File: config.mk
export PLATFORM = sky130hd
export DESIGN_NAME = scalar_wb_arbiter
export DESIGN_NICKNAME = d
export VERILOG_FILES = /design/src/rtl/scalar_pkg.sv /design/src/rtl/scalar_wb_fifo.sv /design/src/rtl/scalar_wb_arbiter.sv
export SDC_FILE = /design/constraint.sdc
export NUM_CORES = 1
export LEC_CHECK = 0
export BUFFER_PORTS_ARGS = -buffer_cell sky130_fd_sc_hd__buf_2
export CORE_MARGIN = 4
export CORE_UTILIZATION = 62
export CTS_BUF_LIST = sky130_fd_sc_hd__clkbuf_8 sky130_fd_sc_hd__clkbuf_16
export CTS_CLUSTER_DIAMETER = 100
export DETAILED_ROUTE_END_ITERATION = 8
export GPL_TIMING_DRIVEN = 0
export PLACE_DENSITY = 0.88
export SLEW_MARGIN = 20
export SYNTH_ARGS = -nofsm -noshare
export SYNTH_HDL_FRONTEND = slang
export SYNTH_SLANG_ARGS = --single-unit
File: constraint.sdc
create_clock -name clk -period 8.1 [get_ports clk]
set_input_delay 0.405 -clock clk [delete_from_list [all_inputs] [get_ports clk]]
set_output_delay 0.405 -clock clk [all_outputs]
set_load 0.005 [all_outputs]
File: src/rtl/scalar_pkg.sv
// Shared scalar-pipeline constants and the writeback request record.
package scalar_pkg;

    localparam int unsigned DATA_WIDTH   = 48;
    localparam int unsigned REGNUM       = 16;
    localparam int unsigned ADDRESSWIDTH = 4;

    typedef struct packed {
        logic [ADDRESSWIDTH-1:0] addr;
        logic [DATA_WIDTH-1:0]   data;
    } wb_req_t;

    function automatic logic [REGNUM-1:0] reg_onehot(input logic [ADDRESSWIDTH-1:0] a);
        logic [REGNUM-1:0] m;
        m    = '0;
        m[a] = 1'b1;
        return m;
    endfunction

endpackage

File: src/rtl/scalar_wb_fifo.sv
// Load-result FIFO for the scalar writeback stage. Exposes per-slot valid/addr so the
// arbiter can see every queued destination register.
module scalar_wb_fifo
    import scalar_pkg::*;
#(
    parameter int unsigned DEPTH = 4
) (
    input  logic                                 clk,
    input  logic                                 rst_n,
    input  logic                                 push,
    input  wb_req_t                              push_req,
    input  logic                                 pop,
    output wb_req_t                              head,
    output logic                                 full,
    output logic                                 empty,
    output logic [DEPTH-1:0]                     entry_valid,
    output logic [DEPTH-1:0][ADDRESSWIDTH-1:0]   entry_addr
);

    localparam int unsigned PW = $clog2(DEPTH);

    wb_req_t       mem_q [DEPTH];
    logic [PW-1:0] wr_ptr_q, rd_ptr_q;
    logic [PW:0]   count_q, count_d;
    logic          push_en, pop_en;
    logic [PW-1:0] off;

    assign full    = (count_q == (PW+1)'(DEPTH));
    assign empty   = (count_q == '0);
    assign push_en = push & ~full;
    assign pop_en  = pop & ~empty;
    assign head    = mem_q[rd_ptr_q];

    always_comb begin
        count_d = count_q;
        unique case ({push_en, pop_en})
            2'b10:   count_d = count_q + (PW+1)'(1);
            2'b01:   count_d = count_q - (PW+1)'(1);
            default: count_d = count_q;
        endcase
    end

    always_ff @(posedge clk or negedge rst_n) begin
        if (!rst_n) begin
            wr_ptr_q <= '0;
            rd_ptr_q <= '0;
            count_q  <= '0;
        end else begin
            if (push_en) wr_ptr_q <= wr_ptr_q + PW'(1);
            if (pop_en)  rd_ptr_q <= rd_ptr_q + PW'(1);
            count_q <= count_d;
        end
    end

    // Storage needs no reset: slot contents are only observed through entry_valid.
    always_ff @(posedge clk) begin
        if (push_en) mem_q[wr_ptr_q] <= push_req;
    end

    always_comb begin
        off = '0;
        for (int unsigned i = 0; i < DEPTH; i++) begin
            off            = PW'(i) - rd_ptr_q;
            entry_valid[i] = ({1'b0, off} < count_q);
            entry_addr[i]  = mem_q[i].addr;
        end
    end

endmodule

File: src/rtl/scalar_wb_arbiter.sv
// Scalar writeback arbiter: merges ALU and buffered load results onto the register-file
// write port, keeping write-after-write order and publishing a pending-write mask.
module scalar_wb_arbiter
    import scalar_pkg::*;
#(
    parameter int unsigned DEPTH        = 4,
    parameter int unsigned STARVE_LIMIT = 3
) (
    input  logic                    clk,
    input  logic                    rst_n,
    input  logic                    alu_valid,
    output logic                    alu_ready,
    input  logic [ADDRESSWIDTH-1:0] alu_addr,
    input  logic [DATA_WIDTH-1:0]   alu_data,
    input  logic                    mem_valid,
    output logic                    mem_ready,
    input  logic [ADDRESSWIDTH-1:0] mem_addr,
    input  logic [DATA_WIDTH-1:0]   mem_data,
    output logic                    we3,
    output logic [ADDRESSWIDTH-1:0] wa3,
    output logic [DATA_WIDTH-1:0]   wd3,
    output logic [REGNUM-1:0]       pending
);

    localparam int unsigned SW = $clog2(STARVE_LIMIT + 1);
    localparam logic [SW-1:0] Limit = SW'(STARVE_LIMIT);

    wb_req_t                            head;
    logic                               full, empty;
    logic [DEPTH-1:0]                   entry_valid;
    logic [DEPTH-1:0][ADDRESSWIDTH-1:0] entry_addr;

    logic                    conflict, force_pop, alu_fire, mem_fire, pop;
    logic [SW-1:0]           starve_q, starve_d;
    logic                    we3_q, we3_d;
    logic [ADDRESSWIDTH-1:0] wa3_q, wa3_d;
    logic [DATA_WIDTH-1:0]   wd3_q, wd3_d;

    scalar_wb_fifo #(
        .DEPTH (DEPTH)
    ) u_fifo (
        .clk         (clk),
        .rst_n       (rst_n),
        .push        (mem_fire),
        .push_req    ('{addr: mem_addr, data: mem_data}),
        .pop         (pop),
        .head        (head),
        .full        (full),
        .empty       (empty),
        .entry_valid (entry_valid),
        .entry_addr  (entry_addr)
    );

    // An ALU write to a register with an older queued load must wait behind it.
    always_comb begin
        conflict = 1'b0;
        for (int unsigned i = 0; i < DEPTH; i++) begin
            if (entry_valid[i] && (entry_addr[i] == alu_addr)) conflict = 1'b1;
        end
    end

    assign force_pop = (starve_q == Limit) & ~empty;
    assign alu_ready = ~conflict & ~force_pop;
    assign alu_fire  = alu_valid & alu_ready;
    assign mem_ready = ~full;
    assign mem_fire  = mem_valid & mem_ready;
    assign pop       = ~empty & ~alu_fire;

    always_comb begin
        starve_d = starve_q;
        we3_d    = alu_fire | pop;
        wa3_d    = wa3_q;
        wd3_d    = wd3_q;
        if (empty || pop) begin
            starve_d = '0;
        end else if (alu_fire && (starve_q != Limit)) begin
            starve_d = starve_q + SW'(1);
        end
        if (alu_fire) begin
            wa3_d = alu_addr;
            wd3_d = alu_data;
        end else if (pop) begin
            wa3_d = head.addr;
            wd3_d = head.data;
        end
    end

    always_ff @(posedge clk or negedge rst_n) begin
        if (!rst_n) begin
            starve_q <= '0;
            we3_q    <= 1'b0;
            wa3_q    <= '0;
            wd3_q    <= '0;
        end else begin
            starve_q <= starve_d;
            we3_q    <= we3_d;
            wa3_q    <= wa3_d;
            wd3_q    <= wd3_d;
        end
    end

    assign we3 = we3_q;
    assign wa3 = wa3_q;
    assign wd3 = wd3_q;

    always_comb begin
        pending = we3_q ? reg_onehot(wa3_q) : '0;
        for (int unsigned i = 0; i < DEPTH; i++) begin
            if (entry_valid[i]) pending = pending | reg_onehot(entry_addr[i]);
        end
    end

endmodule
==> out/metrics.yaml, run 1 <==
die:
  fp.coreArea_um2: 18800
  num_rows: 50
  initial_utilization_pct: 63.5
  die-area_um2: 21600
  die_y_um: 147
  io_pins: 179
  die-width_um: 147
clocking:
  cts_buffer_depth: 3
  cts-root-buf: "clkbuf_16"
  clock_latency_ns: 0.53
  post-cts-setup-buffers: 0
  ctsHoldBuffers: 1
  clk_pin_slew_ns: 0.07
  cts_sinks: 270
  cts_max_level: 1
  cts_resized: 0
  numCtsBuffers: 27
  cts_tree: "yes"
timing:
  fin_tns_setup_ns: 0
  post-route-period-util_pct: 53.1
  slew_viol_final: 0
  fmax_mhz: 233
  setup_viol: 0
  hold_violations: 0
  period_needed_ns: 4.30
  finClkSkew_ns: 0.0262
  worstMarginPinSlew_ns: 0.753
  rsz0062_at_grt: "false"
  slew_headroom_pct: 49.8
  holdWs_ns: 0.0870
global_routing:
  grt_start_max_net_pins: 49
  grt.total_usage_pct: 26.4
  antenna_found_initial: 5
  grt_first_pass_wirelength_um: 44400
  first_global_vias: 7879
  overflow: 0
synthesis:
  yosysTopAreaCell: "edfxtp_1"
  synth_warnings: 0
  synth_edf_count: 208
  synth.ff_latch_count: 270
  synth_async_sr_flop_share_pct: 23.0
  syn-num-nets: 909
  netlist_instances: 790
  ys.flop_type: "edfxtp_1"
  ys_top_cells_by_area: "edfxtp_1 (52%), dfrtp_1 (13%), mux4_2 (9.8%)"
  netlist.area_leader.share_pct: 52.2
  synth_area_um2: 12000
  yosysMostFrequentCell: "edfxtp_1"
  syn_avg_cell_area_um2: 15.1
  ys_types: 54
  ys_seq_area_share_pct: 65.2
  synthTopCellsByCount: "edfxtp_1 (208), nand2_1 (176), dfrtp_1 (62), mux4_2 (52), mux2_4 (48)"
critical_path:
  crit_type: "reg -> out"
  r2r-end: "u_fifo.count_q[2]$_DFFE_PN0P_"
  crit_arrival_ns: 3.89
  rrSetupSlack_ns: 3.93
  startpoint_type: "flop"
  path_max_fanout: 10
  r2r_start: "u_fifo.rd_ptr_q[1]$_DFFE_PN0P_"
  reg2reg_depth: 16
  critical_path_required_ns: 7.70
  cp-end-kind: "output port"
pwr:
  cellPowerDensity_nw_per_um2: 384
  leakage_uw: 0.00572
  peakVddDrop_mv: 0.261
worst_hold_path:
  min_to: "u_fifo.mem_q[3][14]$_DFFE_PP_"
  min-delay-start: "mem_data[14]"
  min_path_cells: 1
  hold_path_class: "in -> reg"
placement:
  gp_congestion: 0.893
  dp_hpwl_um: 18600
  portBuffers: 174
  dpl_cell_area_um2: 13300
drt:
  detail-route-antenna-nets: 0
  postRouteWirelength_um: 28400
  drcViolationCount: 0
  routed_via_density: 5.85
  first_pass_iters: 5
  vias: 7515
  first_iter_violations: 471
  avgRoutedWirePerCell_um: 22.1
status:
  status: "finished, final reports clean"
final_layout:
  area_growth_pct: 18.9
  layout-drive-gt1-share_pct: 36.5
  fin_nets: 1118
  stdcell_area_um2: 14200
flow_run:
  maxCapViolCount: 0
[through the flow]
step	cells	power, µW	utilization [%]	setup slack (ns)
2_1_floorplan	790	3520	-	4.75
5_1_grt	1284	5770	75.5	3.58
6_report	1284	5460	75.5	3.80
4_1_cts	1280	5490	75.5	3.72
3_5_place_dp	1229	4230	70.7	3.97
3_3_place_gp	1224	4120	69.9	4.03
[power by group]
group | internal (µW) | leakage [µW] | switching (µW)
Sequential | 1890 | 0.00263 | 160
Clock | 706 | 0.000446 | 523
Combinational | 1040 | 0.00264 | 1150
Total | 3630 | 0.00572 | 1830
[worst max-delay path: stages (launching register included)]
cell,delay (ns)
dfrtp_1,0.37
clkbuf_1,0.54
buf_1,0.50
xor2_1,0.25
inv_1,0.07
ha_1,0.26
nor2b_1,0.16
a2111oi_2,0.66
nand3_1,0.14
o31ai_1,0.10
or4_1,0.17
buf_2,0.12
[how the worst max path moves through the flow]
stage,from,endpoint
floorplan,u_fifo.rd_ptr_q[1]$_DFFE_PN0P_,u_fifo.count_q[2]$_DFFE_PN0P_
finish,u_fifo.rd_ptr_q[1]$_DFFE_PN0P_,pending[12]
global placement,u_fifo.rd_ptr_q[1]$_DFFE_PN0P_,u_fifo.count_q[2]$_DFFE_PN0P_
detailed placement,u_fifo.rd_ptr_q[1]$_DFFE_PN0P_,u_fifo.count_q[2]$_DFFE_PN0P_
CTS,u_fifo.rd_ptr_q[1]$_DFFE_PN0P_,pending[12]
global route,u_fifo.rd_ptr_q[1]$_DFFE_PN0P_,pending[12]
[cells in the final DEF, fill, tap and decap left out, drive strengths merged, types with 9 or more instances in the layout]
| cell | n |
|---|---|
| mux4 | 52 |
| mux2 | 52 |
| buf | 214 |
| clkbuf | 42 |
| inv | 13 |
| nor3 | 11 |
| nor2 | 16 |
| dfrtp | 62 |
| ha | 10 |
| xnor2 | 11 |
| edfxtp | 208 |
| nand4 | 12 |
| a22oi | 9 |
| clkinv | 14 |
| a21oi | 12 |
| nand3 | 23 |
| nand2 | 176 |
| xor2 | 10 |
| nor2b | 11 |
[metal layers]
metal / GRT usage (%) / up-vias / wire length [µm]
li1: - / 3373 / -
met1: 35.1 / 3798 / 11000
met2: 45.7 / 294 / 14800
met3: 4.47 / 48 / 1810
met4: 7.08 / 2 / 701
met5: 0 / - / 11
[registers in the layout, summed over array words and instances (netlist names)]
name / count
u_fifo.count_q: 3
we3: 1
wa3: 4
u_fifo.wr_ptr_q: 2
u_fifo.mem_q: 208
starve_q: 2
wd3: 48
u_fifo.rd_ptr_q: 2
[cell families (layout without fill, tap and decap cells)]
kind of cell | Yosys count | count (layout) | share of synthesized area (%)
simple gates | 283 | 283 | 10.9
flops | 270 | 270 | 65.2
mux | 104 | 104 | 16.2
buf+inv | 58 | 288 | 2.38
compound gates | 43 | 43 | 2.63
xor+xnor | 21 | 21 | 1.54
fa+ha+maj | 11 | 11 | 1.21
other cells | 0 | 4 | 0
[final cells by class]
cell class	instances	area (µm²)
clock buffer	30	717
tap	260	325
multi-input combinational	462	3900
timing repair buffer	180	1010
sequential	270	7800
buffer	47	244
antenna	4	10.0
clock inverter	20	174
inverter	11	41.3
fill	1088	4610
Note: power is estimated with default switching activity, not from simulation.
==> run 2, diff against run 1 <==
--- a/config.mk
+++ b/config.mk
@@ -7,12 +7,12 @@
 export LEC_CHECK = 0
 export BUFFER_PORTS_ARGS = -buffer_cell sky130_fd_sc_hd__buf_2
 export CORE_MARGIN = 4
-export CORE_UTILIZATION = 62
+export CORE_UTILIZATION = 57
 export CTS_BUF_LIST = sky130_fd_sc_hd__clkbuf_8 sky130_fd_sc_hd__clkbuf_16
 export CTS_CLUSTER_DIAMETER = 100
 export DETAILED_ROUTE_END_ITERATION = 8
 export GPL_TIMING_DRIVEN = 0
-export PLACE_DENSITY = 0.88
+export PLACE_DENSITY = 0.82
 export SLEW_MARGIN = 20
 export SYNTH_ARGS = -nofsm -noshare
 export SYNTH_HDL_FRONTEND = slang
==> constraint.sdc (replaced) <==
create_clock -name clk -period 4.34 [get_ports clk]
set_input_delay 0.217 -clock clk [delete_from_list [all_inputs] [get_ports clk]]
set_output_delay 0.217 -clock clk [all_outputs]
set_load 0.005 [all_outputs]
==> run 2 against run 1 <==
  * Wire length up 10%
  * Sequential share of layout area fell by 3.7 points
  * Highest routed layer is now met4
  * Non-clock buffer count up 100
  * Via count rose by 7.2%
  * Final cell count rose by 8.5%
  * Critical path depth rose by 5
  * Sequential power is 87% higher
  * Hold slack got worse by 0.026 ns
==> out/metrics.yaml, run 2 (synthesized netlist as in run 1, its figures left out) <==
drt:
  first_pass_iters: 5
  postRouteWirelength_um: 31300
  drcViolationCount: 0
  avgRoutedWirePerCell_um: 22.5
  first_iter_violations: 612
  detail-route-antenna-nets: 0
  vias: 8059
  routed_via_density: 5.79
critical_path:
  r2r-end: "u_fifo.count_q[2]$_DFFE_PN0P_"
  crit_path_start: "u_fifo.rd_ptr_q[0]$_DFFE_PN0P_"
  path_max_fanout: 10
  rrSetupSlack_ns: 0.44
  endpoint: "u_fifo.count_q[2]$_DFFE_PN0P_"
  crit_type: "reg -> reg"
  critical_path_required_ns: 4.76
  cp-end-kind: "flop"
  reg2reg_depth: 16
  crit_arrival_ns: 4.32
  startpoint_type: "flop"
  r2r_start: "u_fifo.rd_ptr_q[0]$_DFFE_PN0P_"
global_routing:
  grt_start_max_net_pins: 45
  grt_first_pass_wirelength_um: 48700
  antenna_found_initial: 2
  overflow: 0
  first_global_vias: 8708
  grt.total_usage_pct: 26.6
pwr:
  swShare_pct: 33.6
  cellPowerDensity_nw_per_um2: 683
  p_clk_share_pct: 22.8
  seqPwrFrac_pct: 36.8
  pwr-share-comb_pct: 40.4
  internal-power_uw: 6920
  leakage_uw: 0.00615
  peakVddDrop_mv: 0.411
  power_switching_uw: 3500
timing:
  worstMarginPinSlew_ns: 0.748
  slew_headroom_pct: 50.2
  hold_violations: 0
  rsz0062_at_grt: "false"
  setup_viol: 0
  slew_viol_final: 0
  post-route-period-util_pct: 89.8
  finClkSkew_ns: 0.0188
  fin_tns_setup_ns: 0
  fmax_mhz: 257
  period_needed_ns: 3.90
  holdWs_ns: 0.0608
final_layout:
  area_growth_pct: 27.5
  layout_common_cells: "edfxtp_1 (208), buf_2 (194), nand2_1 (176)"
  fill_cells: 1261
  largest_reg_flops: 208
  fin_nets: 1218
  final_common_cell: "edfxtp_1"
  regMostFlops: "u_fifo.mem_q"
  layout-drive-gt1-share_pct: 32.7
placement:
  dp_hpwl_um: 18900
  portBuffers: 174
  gp_congestion: 0.835
clocking:
  cts-root-buf: "clkbuf_16"
  numCtsBuffers: 27
  cts_buffer_depth: 3
  clk_pin_slew_ns: 0.07
  cts_tree: "yes"
  cts_sinks: 270
  cts_max_level: 1
  clock_latency_ns: 0.53
  post-cts-setup-buffers: 0
die:
  die_y_um: 153
  die-area_um2: 23400
  io_pins: 179
  initial_utilization_pct: 58.6
  fp.coreArea_um2: 20400
  num_rows: 52
  die-width_um: 153
status:
  status: "finished, final reports clean"
worst_hold_path:
  min_path_cells: 2
  hold_path_class: "in -> reg"
flow_run:
  maxCapViolCount: 0
==> run 2: per-stage QoR <==
step                      total power [µW]  cells  instance area, µm²  util, %  worst slack, ns
after detailed placement              7900   1239               13300     65.2            0.250
after global placement                7700   1234               13200     64.5            0.263
after CTS                            10300   1390               15200     74.6            0.152
after floorplan                       6580    790               12000        -            0.990
final                                10400   1393               15300     74.7            0.445
after global routing                 11000   1392               15200     74.6           0.0626
==> run 2: how the worst min path moves through the flow <==
stage,start,endpoint,slack (ns)
floorplan,rst_n,starve_q[0]$_DFFE_PN0P_,-0.08
global route,alu_addr[2],wa3[2]$_DFFE_PN0P_,0.05
CTS,alu_addr[2],wa3[2]$_DFFE_PN0P_,0.04
global placement,mem_data[33],u_fifo.mem_q[3][33]$_DFFE_PP_,0.43
finish,alu_addr[2],wa3[2]$_DFFE_PN0P_,0.06
detailed placement,rst_n,wd3[27]$_DFFE_PN0P_,0.17
==> run 2: layout make-up <==
type | count | area (µm²) | share of cell area (%)
Sequential cell | 270 | 7800 | 51.1
Multi-Input combinational cell | 462 | 3900 | 25.6
Timing Repair Buffer | 280 | 2010 | 13.2
Clock buffer | 29 | 703 | 4.61
Tap cell | 270 | 338 | 2.22
Buffer | 47 | 246 | 1.62
Clock inverter | 21 | 203 | 1.33
Inverter | 11 | 41.3 | 0.271
Antenna cell | 3 | 7.51 | 0.0492
==> run 2: power by group through the flow <==
stage          combinational (µW)  sequential, µW  clock [µW]
3_5_place_dp                 4050            3850           0
2_1_floorplan                2750            3830           0
5_1_grt                      4580            3890        2510
3_3_place_gp                 3860            3850           0
6_report                     4210            3830        2370
4_1_cts                      4170            3800        2370
==> run 2: metal layers <==
metal | track usage [%] | wire, µm | vias to the layer above
met3 | 3.76 | 2070 | 81
li1 | - | - | 3572
met2 | 47.7 | 16600 | 409
met1 | 33.3 | 11600 | 3997
met5 | 0 | 0 | -
met4 | 9.76 | 1080 | 0
==> run 2: worst max-delay path, cell delays in order (launching register included) <==
cell	delay (ns)
dfrtp_1	0.32
buf_2	0.21
clkbuf_1	0.55
xor2_1	0.26
inv_1	0.07
ha_1	0.27
nor2b_1	0.16
a21oi_2	0.32
a2bb2oi_2	0.18
and4_1	0.25
nor2_1	0.13
ha_1	0.20
inv_1	0.06
fa_1	0.37
xor2_1	0.15
nor2_1	0.13
xnor2_1	0.16
==> run 2: repair_timing <==
| item | 4_1_cts | 5_1_grt |
|---|---|---|
| hold buffers | 101 | 0 |
| endpoints found under the hold margin | 301 | 0 |
| gates resized for setup | 0 | 3 |
| setup endpoints to repair | 0 | 3 |
==> run 3, diff against run 2 <==
--- a/config.mk
+++ b/config.mk
@@ -16,4 +16,5 @@
 export SLEW_MARGIN = 20
 export SYNTH_ARGS = -nofsm -noshare
 export SYNTH_HDL_FRONTEND = slang
+export SYNTH_HIERARCHICAL = 1
 export SYNTH_SLANG_ARGS = --single-unit
==> run 3 against run 2 <==
  * Worst setup slack worse by 0.081 ns
  * Sequential cell count unchanged
  * Clock skew about the same
  * Critical path depth increased by 2
  * Die area up 0.37%
  * Via count fell by 8.8%
  * Critical path type unchanged
  * Largest cell class unchanged
  * Highest routed layer unchanged
==> out/metrics.yaml, run 3 <==
status:
  status: "finished, final reports clean"
global_routing:
  first_global_vias: 7918
  antenna_found_initial: 4
  overflow: 0
  grt_first_pass_wirelength_um: 45200
  grt.total_usage_pct: 24.6
  grt_start_max_net_pins: 35
pwr:
  total_power_uw: 10200
  peakVddDrop_mv: 0.506
  leakage_uw: 0.00595
  cellPowerDensity_nw_per_um2: 668
synthesis:
  ys.flop_type: "edfxtp_1"
  ys_seq_area_share_pct: 64.9
  synth_area_um2: 12000
  ys_types: 47
  syn_avg_cell_area_um2: 17.6
  netlist_instances: 682
  yosysMostFrequentCell: "edfxtp_1"
  synth_edf_count: 208
  ys_top_cells_by_area: "edfxtp_1 (52%), dfrtp_1 (13%), mux4_2 (9.8%)"
  netlist.area_leader.share_pct: 52.0
  synth_warnings: 6
  synth.ff_latch_count: 270
  synth_async_sr_flop_share_pct: 23.0
  yosysTopAreaCell: "edfxtp_1"
  syn-num-nets: 801
  synthTopCellsByCount: "edfxtp_1 (208), dfrtp_1 (62), mux2_2 (57), mux4_2 (52), mux2_4 (47)"
clocking:
  clock_latency_ns: 0.53
  cts-root-buf: "clkbuf_16"
  cts_max_level: 1
  clk_pin_slew_ns: 0.06
  cts_resized: 0
  ctsHoldBuffers: 101
  numCtsBuffers: 28
  cts_tree: "yes"
  cts_buffer_depth: 3
  cts_sinks: 270
  post-cts-setup-buffers: 0
worst_hold_path:
  min-delay-start: "alu_addr[2]"
  min_path_cells: 2
  min_to: "wa3[2]$_DFFE_PN0P_"
  hold_path_class: "in -> reg"
critical_path:
  critical_path_required_ns: 4.79
  crit_type: "reg -> reg"
  crit_chain: "buf_2 -> buf_2 -> inv_1 -> ha_1 -> a21oi_1 -> o21bai_1 -> nand2_1 -> nor4_1 -> a31oi_2 -> and2_1 -> a21oi_1 -> o31a_1 -> ha_1 -> inv_1 -> fa_1 -> xor2_1 -> nor2_1 -> xor2_1"
  startpoint_type: "flop"
  r2r_start: "u_fifo/rd_ptr_q[1]$_DFFE_PN0P_"
  cpPeakStageDelay_ns: 0.37
  cp-end-kind: "flop"
  r2r-end: "u_fifo/count_q[2]$_DFFE_PN0P_"
  reg2reg_depth: 18
  rrSetupSlack_ns: 0.36
  crit_slowest_cell: "fa_1"
  crit_arrival_ns: 4.42
  path_max_fanout: 10
final_layout:
  regMostFlops: "u_fifo/mem_q"
  fill_cells: 1214
  fin_nets: 1111
  layout_common_cells: "edfxtp_1 (208), buf_2 (191), dlygate4sd3_1 (101)"
  largest_reg_flops: 208
  final_common_cell: "edfxtp_1"
  area_growth_pct: 26.6
  layout-drive-gt1-share_pct: 42.6
timing:
  rsz0062_at_grt: "false"
  fmax_mhz: 252
  post-route-period-util_pct: 91.6
  finClkSkew_ns: 0.0191
  slew_viol_final: 0
  hold_violations: 0
  fin_tns_setup_ns: 0
  period_needed_ns: 3.98
  setup_viol: 0
  worstMarginPinSlew_ns: 0.779
  slew_headroom_pct: 48.1
drt:
  avgRoutedWirePerCell_um: 22.7
  detail-route-antenna-nets: 0
  first_pass_iters: 6
  first_iter_violations: 533
  vias: 7351
  drcViolationCount: 0
  postRouteWirelength_um: 29200
  routed_via_density: 5.71
placement:
  gp_congestion: 0.906
  dp_hpwl_um: 18700
  portBuffers: 174
die:
  fp.coreArea_um2: 20500
  die_y_um: 153
  io_pins: 179
  initial_utilization_pct: 58.6
  num_rows: 52
  die-area_um2: 23500
  die-width_um: 153
flow_run:
  maxCapViolCount: 0
## run 3: worst max-delay path: cells and delay by family, from the launching register on
kind	cells	cell delay (ns)
flops	1	0.34
simple gates	4	0.70
buf+inv	4	0.76
xor+xnor	2	0.31
fa+ha+maj	3	0.90
compound gates	5	0.89
## run 3: routing by layer
metal  share of wire [%]  vias up  global-route usage, %
met4                 2.7        0                   7.25
met1                  37     3710                   31.4
met5                   0        -                      0
met2                  53      317                   43.2
li1                    -     3266                      -
met3                 7.3       58                   4.83
## run 3: worst max path at each step
stage | startpoint | endpoint | slack (ns) | depth (start not counted)
2_1_floorplan | u_fifo/rd_ptr_q[1]$_DFFE_PN0P_ | u_fifo/count_q[2]$_DFFE_PN0P_ | 1.05 | 18
3_5_place_dp | u_fifo/rd_ptr_q[1]$_DFFE_PN0P_ | u_fifo/count_q[2]$_DFFE_PN0P_ | 0.36 | 18
6_report | u_fifo/rd_ptr_q[1]$_DFFE_PN0P_ | u_fifo/count_q[2]$_DFFE_PN0P_ | 0.36 | 18
3_3_place_gp | u_fifo/rd_ptr_q[1]$_DFFE_PN0P_ | u_fifo/count_q[2]$_DFFE_PN0P_ | 0.49 | 18
4_1_cts | u_fifo/rd_ptr_q[1]$_DFFE_PN0P_ | u_fifo/count_q[2]$_DFFE_PN0P_ | 0.35 | 18
5_1_grt | u_fifo/rd_ptr_q[1]$_DFFE_PN0P_ | u_fifo/count_q[2]$_DFFE_PN0P_ | 0.14 | 18
## run 3: through the flow
step	utilization, %	worst slack (ns)	instance area (µm²)	hold WS (ns)	cells
floorplan	-	1.05	12000	-0.0786	682
detailed placement	65.0	0.362	13300	0.204	1131
global placement	64.5	0.490	13200	0.427	1126
finish	74.2	0.364	15200	0.0433	1288
CTS	74.1	0.350	15200	0.0279	1283
global route	74.2	0.137	15200	0.0405	1287
## run 3: cell type report
cell class	count	area, µm²	area share, %
multi-input combinational	345	3790	24.9
inverter	12	45.0	0.296
tap	270	338	2.22
antenna	5	12.5	0.0823
timing repair buffer	280	1980	13.1
sequential	270	7800	51.3
buffer	55	389	2.56
clock buffer	31	753	4.96
clock inverter	20	93.8	0.617
## run 3: cell families (layout without fill, tap and decap cells)
family	count (synthesis)	after routing	share of synthesized area [%]
DFF	270	270	64.9
muxes	157	157	21.1
and+or+nand+nor	111	111	4.86
buffers and inverters	67	398	3.62
AOI/OAI and AO/OA	43	43	2.65
xor gates and xnor gates	23	23	1.68
adders and majority gates	11	11	1.21
other	0	5	0
## run 3: report_power, final
part	internal, µW	switching, µW
combinational	2180	1970
clock	1240	941
sequential	3530	285
total	6950	3200
